**src/rtl/quad_decoder.sv**
```systemverilog
// Quadrature encoder front end: synchronizes and glitch-filters the raw A/B pins,
// then decodes Gray-code steps into one-cycle count-up/count-down/error strobes.
module quad_decoder #(
    parameter int         SYNC_STAGES = 2,
    parameter int         FILT        = 4,
    parameter logic [1:0] MODE        = 2'd0
) (
    input  logic       rst,
    input  logic       clk,
    input  logic       ce,
    input  logic       a,
    input  logic       b,
    input  logic       err_clr,
    output logic       cu,
    output logic       cd,
    output logic       dir,
    output logic       err,
    output logic       err_flag,
    output logic [1:0] ab
);

    localparam int PW = $clog2(SYNC_STAGES + 1);

    typedef enum logic {PRIME, RUN} state_t;

    state_t                 state, state_nxt;
    logic [PW-1:0]          prime_cnt, prime_nxt;
    logic [SYNC_STAGES-1:0] sa, sb;
    logic [1:0]             sync;
    logic [1:0]             prev;
    logic [7:0]             fcnt [2];

    logic one_bit, two_bit, a_chg, fwd, rev, up, dn;

    // Synchronizers run every clk; ce does not gate them.
    always_ff @(posedge clk) begin
        if (rst) begin
            sa <= '0;
            sb <= '0;
        end else begin
            sa <= {sa[SYNC_STAGES-2:0], a};
            sb <= {sb[SYNC_STAGES-2:0], b};
        end
    end

    assign sync = {sa[SYNC_STAGES-1], sb[SYNC_STAGES-1]};

    always_ff @(posedge clk) begin
        if (rst) begin
            state     <= PRIME;
            prime_cnt <= '0;
        end else begin
            state     <= state_nxt;
            prime_cnt <= prime_nxt;
        end
    end

    // PRIME lets the synchronizer flush before decoding starts, so whatever level
    // the pins sit at after reset is adopted without producing a count or error.
    always_comb begin
        state_nxt = state;
        prime_nxt = prime_cnt;
        case (state)
            PRIME: begin
                prime_nxt = prime_cnt + PW'(1);
                if (prime_cnt == PW'(SYNC_STAGES))
                    state_nxt = RUN;
            end
            default: begin
                state_nxt = RUN;
            end
        endcase
    end

    // Step classification: prev is the last decoded state, ab the current one.
    always_comb begin
        one_bit = (prev ^ ab) == 2'b01 || (prev ^ ab) == 2'b10;
        two_bit = (prev ^ ab) == 2'b11;
        a_chg   = prev[1] != ab[1];
        fwd     = (prev == 2'b00 && ab == 2'b10) || (prev == 2'b10 && ab == 2'b11) ||
                  (prev == 2'b11 && ab == 2'b01) || (prev == 2'b01 && ab == 2'b00);
        rev     = one_bit && !fwd;
        up      = 1'b0;
        dn      = 1'b0;
        case (MODE)
            2'd1: begin
                up = fwd && a_chg;
                dn = rev && a_chg;
            end
            2'd2: begin
                up = prev == 2'b00 && ab == 2'b10;
                dn = prev == 2'b10 && ab == 2'b00;
            end
            default: begin
                up = fwd;
                dn = rev;
            end
        endcase
    end

    // Strobes are registered and default low every clk, so they are one clk wide
    // and forced low whenever ce is low.
    always_ff @(posedge clk) begin
        if (rst) begin
            ab       <= 2'b00;
            prev     <= 2'b00;
            fcnt[0]  <= 8'd0;
            fcnt[1]  <= 8'd0;
            cu       <= 1'b0;
            cd       <= 1'b0;
            err      <= 1'b0;
            err_flag <= 1'b0;
            dir      <= 1'b1;
        end else begin
            cu  <= 1'b0;
            cd  <= 1'b0;
            err <= 1'b0;
            if (state == PRIME) begin
                ab      <= sync;
                prev    <= sync;
                fcnt[0] <= 8'd0;
                fcnt[1] <= 8'd0;
            end else if (ce) begin
                for (int i = 0; i < 2; i++) begin
                    if (sync[i] != ab[i]) begin
                        if (fcnt[i] == 8'(FILT - 1)) begin
                            ab[i]   <= sync[i];
                            fcnt[i] <= 8'd0;
                        end else begin
                            fcnt[i] <= fcnt[i] + 8'd1;
                        end
                    end else begin
                        fcnt[i] <= 8'd0;
                    end
                end
                prev <= ab;
                cu   <= up;
                cd   <= dn;
                err  <= two_bit;
                if (one_bit)
                    dir <= fwd;
            end
            // A new error wins over a simultaneous clear.
            if (ce) begin
                if (state == RUN && two_bit)
                    err_flag <= 1'b1;
                else if (err_clr)
                    err_flag <= 1'b0;
            end
        end
    end

endmodule

```
**config.mk**
```make
export PLATFORM = sky130hd
export DESIGN_NAME = quad_decoder
export DESIGN_NICKNAME = d
export VERILOG_FILES = /design/src/rtl/quad_decoder.sv
export SDC_FILE = /design/constraint.sdc
export NUM_CORES = 1
export LEC_CHECK = 0
export ABC_CLOCK_PERIOD_IN_PS = 2300
export BUFFER_PORTS_ARGS = -buffer_cell sky130_fd_sc_hd__buf_2
export CORE_MARGIN = 8
export CORE_UTILIZATION = 45
export DETAILED_ROUTE_END_ITERATION = 10
export GPL_ROUTABILITY_DRIVEN = 0
export HOLD_SLACK_MARGIN = 0.06
export SETUP_SLACK_MARGIN = 0.15
export SLEW_MARGIN = 30
export SYNTH_ARGS = -nofsm -noshare
export SYNTH_HDL_FRONTEND = slang
export SYNTH_SLANG_ARGS = --single-unit
export TNS_END_PERCENT = 50
```
**constraint.sdc**
```tcl
create_clock -name clk -period 2.3 [get_ports clk]
set_input_delay 0.345 -clock clk [delete_from_list [all_inputs] [get_ports clk]]
set_output_delay 0.345 -clock clk [all_outputs]
set_load 0.005 [all_outputs]
```
==> run summary <==
The run finished with clean final reports. The count of final max-slew check failures is 0. After synthesis, the largest family of logic cells by area is simple AND/OR/NAND/NOR gates. The count of routing violations after the opening detailed-route iteration is 72. Traced cell by cell, the critical path runs through ha_1 -> or4b_4 -> o311ai_2 -> nor2_1.

The total number of vias is 1085. Clock tree synthesis selected as its root buffer the cell sky130_fd_sc_hd__clkbuf_4. The worst-case setup slack after placement came out at 0.319 ns. The estimated wirelength of the detail-placed design came out at 2000 um.

The analysis attributes to cell leakage a power of 0.671 nW. The sequential element share of the synthesized area came out at 52.9%. The area share of the largest cell type after synthesis came out at 31.7%. The final antenna diode count is 0. In this run the worst path has a maximum fanout of 5. The relative slew slack came out at 70.3%.

Setup repair after global routing left no endpoint under its margin. After detailed routing, the number of vias per cell comes to 5.27. The placeable core area is 3280 um^2. For the pin with the worst max-slew slack, the measured transition is 0.445 ns.

The count of warnings emitted by yosys is 0. The clock latency on the worst-skew pair is 0.32 ns. The die area came out at 5480 um^2. Clock-pin slew was measured on the worst setup and hold paths at 0.10 ns.

The per-instance average area after synthesis came out at 10.6 um^2. At the worst endpoint, the arrival time is 2.05 ns. The setup-violating endpoint count in the final report is 0. Across the VDD grid, the largest voltage drop is 0.000520 V.

The maximum operating frequency came out at 504 MHz. The number of storage elements in the synthesis netlist came out at 32. The number of buffers added by the clock tree synthesis step is 5.

Once the clock tree was built, the resizer swapped 0 gates to a different size. The die is 74 um wide. The post-synth design cell area is 1510 um^2. The adder-cell share of the synthesized area came out at 3.31%. The first detailed-routing pass ran for 4 iterations. The count of buffers from port buffering came out at 12.

The power density relative to cell area is 760 nW/um^2. The TritonCTS clock tree is yes. The synthesized netlist net count came out at 153. The number of buffers added to fix hold violations after cts is 0. For this run, the total global-route usage over all layers was measured as 10.7%. The floorplan row count came out at 21.

The maximum number of pins on one net before global-route repair is 14. The area fraction in compound gates after synthesis came out at 10.9%. In the final timing run, aggregate negative setup slack is 0 ns. Across the run, the number of max-cap violations was 0.

The slowest cell on the critical path is sky130_fd_sc_hd__or4b_4. The number of endpoints with negative hold slack in the final report is 0. The routed length per instance is 13.2 um. The required time reported for the critical path endpoint came out at 2.37 ns. The first-pass GRT wire length is 4490 um. The library cell used most frequently in the layout, excluding fill and tap cells, is sky130_fd_sc_hd__nor2_1. The ratio of cells with drive above 1 in the final layout came out at 16.9%. After Yosys synthesis, XOR and XNOR cells account for 7.52% of the synthesized area. The worst clock skew is 0.00440 ns. The most area-hungry cell type in the Yosys netlist is sky130_fd_sc_hd__edfxtp_1. The initial standard-cell utilization of the core is 46.1%.

The clock net sink count is 32. In this run the count of I/O pins placed on the die edge is 13. The number of antenna violations at the first check in global routing is 0. The setup slack after layout is 0.317 ns.

The basic-gate share of the synthesized area counting and, or, nand and nor cells came out at 19.8%. Compared with the post-synthesis result, the final layout area differs by 10.6%. The largest buffer count on any clock path is 2. The number of distinct standard cells referenced by the synthesized netlist came out at 32. In the layout the commonest cells are 18 x sky130_fd_sc_hd__nor2_1, 16 x sky130_fd_sc_hd__dfxtp_1, 16 x sky130_fd_sc_hd__edfxtp_1. The setup path with the least slack is of type flip-flop to flip-flop.

By area the synthesized netlist is led by sky130_fd_sc_hd__edfxtp_1 32%, sky130_fd_sc_hd__dfxtp_1 21%, sky130_fd_sc_hd__xor2_1 5.8%, sky130_fd_sc_hd__nor2_1 4.5%, sky130_fd_sc_hd__ha_1 3.3%. STA classifies the critical path startpoint as a flip-flop. The final critical-path required period is 1.98 ns.

The count of H-tree levels built during CTS is 2. The number of global-route vias before repair is 974. The die is 74 um tall. The total global routing overflow came out at 0. The total routed wirelength came out at 2720 um. The count of nets left with antenna violations once routing finished came out at 0. The number of buffers inserted by post-CTS setup repair is 0. Of the post-synthesis cell area, the part taken by muxes is 2.64%. On the worst path, the slowest cell contributes a delay of 0.51 ns. In the routed design, unresolved DRC markers number 0.

After layout, the worst path uses 86.2% of the clock period. After the last flow step, the layout net total stands at 169. The worst setup path is captured at a flip-flop. The number of instances in the synthesized netlist is 143. The path category of the worst min-delay check is input port to flip-flop.
layout make-up:
cell class	instances	area, um^2
fillers	306	1610
flip-flops and latches	32	801
multi-input cells	102	668
repair buffers	13	67.6
well taps	46	57.6
clock buffers	6	51.3
inverters	5	18.8
clock inverters	2	10.0
final timing paths:
path              start          to  slack (ns)  depth (start not counted)
max          fcnt[0][0]  fcnt[0][2]        0.32                          4
min reg2reg       sa[0]       sa[1]        0.45                          1
min                   b       sb[0]        0.22                          2
max reg2reg  fcnt[0][0]  fcnt[0][2]        0.32                          4
routing by layer:
layer	wire [um]	global-route usage (%)	vias to the layer above
li1	-	-	543
met1	1350	13.6	506
met2	1160	15.0	31
met3	168	3.91	5
met4	45	6.21	0
met5	0	0	-
power by group:
group / switching (mW) / leakage, nW / internal (mW)
logic: 0.103 / 0.307 / 0.0941
clock network: 0.191 / 0.0380 / 0.145
registers: 0.0757 / 0.326 / 0.663
cells by family (layout without fill, tap and decap cells):
| logic type | count (synthesis) | in the layout |
|---|---|---|
| buffers and inverters | 9 | 26 |
| xor gates and xnor gates | 13 | 13 |
| DFF | 32 | 32 |
| and+or+nand+nor | 59 | 59 |
| muxes | 4 | 4 |
| AOI/OAI and AO/OA | 22 | 22 |
| adders and majority gates | 4 | 4 |
synthesized netlist by cell type (all sizes together):
| library cell | count |
|---|---|
| a211oi | 3 |
| a21oi | 7 |
| a32oi | 1 |
| and3 | 1 |
| and3b | 1 |
| and4 | 1 |
| clkbuf | 4 |
| dfxtp | 16 |
| edfxtp | 16 |
| ha | 4 |
| inv | 5 |
| mux2i | 4 |
| nand2 | 13 |
| nand3 | 10 |
| nand4 | 1 |
| nor2 | 18 |
| nor2b | 4 |
| o211ai | 2 |
| o21ai | 5 |
| o311ai | 1 |
| o31ai | 2 |
| o41ai | 1 |
| or2 | 1 |
| or3 | 6 |
| or4 | 1 |
| or4b | 2 |
| xnor2 | 3 |
| xor2 | 10 |
flip-flops by register name, summed over array words and instances, names as in the netlist, 2 cells and up:
signal	cells
ab	2
fcnt	16
prev	2
prime_cnt	2
sa	2
sb	2
per-stage QoR:
step / cells / hold WS, ns / instance area (um^2) / power (mW) / util (%)
4_1_cts: 206 / 0.217 / 1670 / 1.28 / 51.0
3_3_place_gp: 198 / 0.422 / 1610 / 0.938 / 49.1
5_1_grt: 206 / 0.228 / 1670 / 1.35 / 51.0
2_1_floorplan: 143 / 0.414 / 1510 / 0.891 / -
6_report: 206 / 0.224 / 1670 / 1.27 / 51.0
3_5_place_dp: 198 / 0.428 / 1610 / 0.950 / 49.1
critical path: cells and delay by family, from the launching register on:
family,cells,cell delay [ns]
AND/OR/NAND/NOR,2,0.61
AO/OA/AOI/OAI,1,0.45
flip-flops,1,0.42
adder cells (fa/ha/maj),1,0.25
Note: power is estimated with default switching activity, not from simulation.
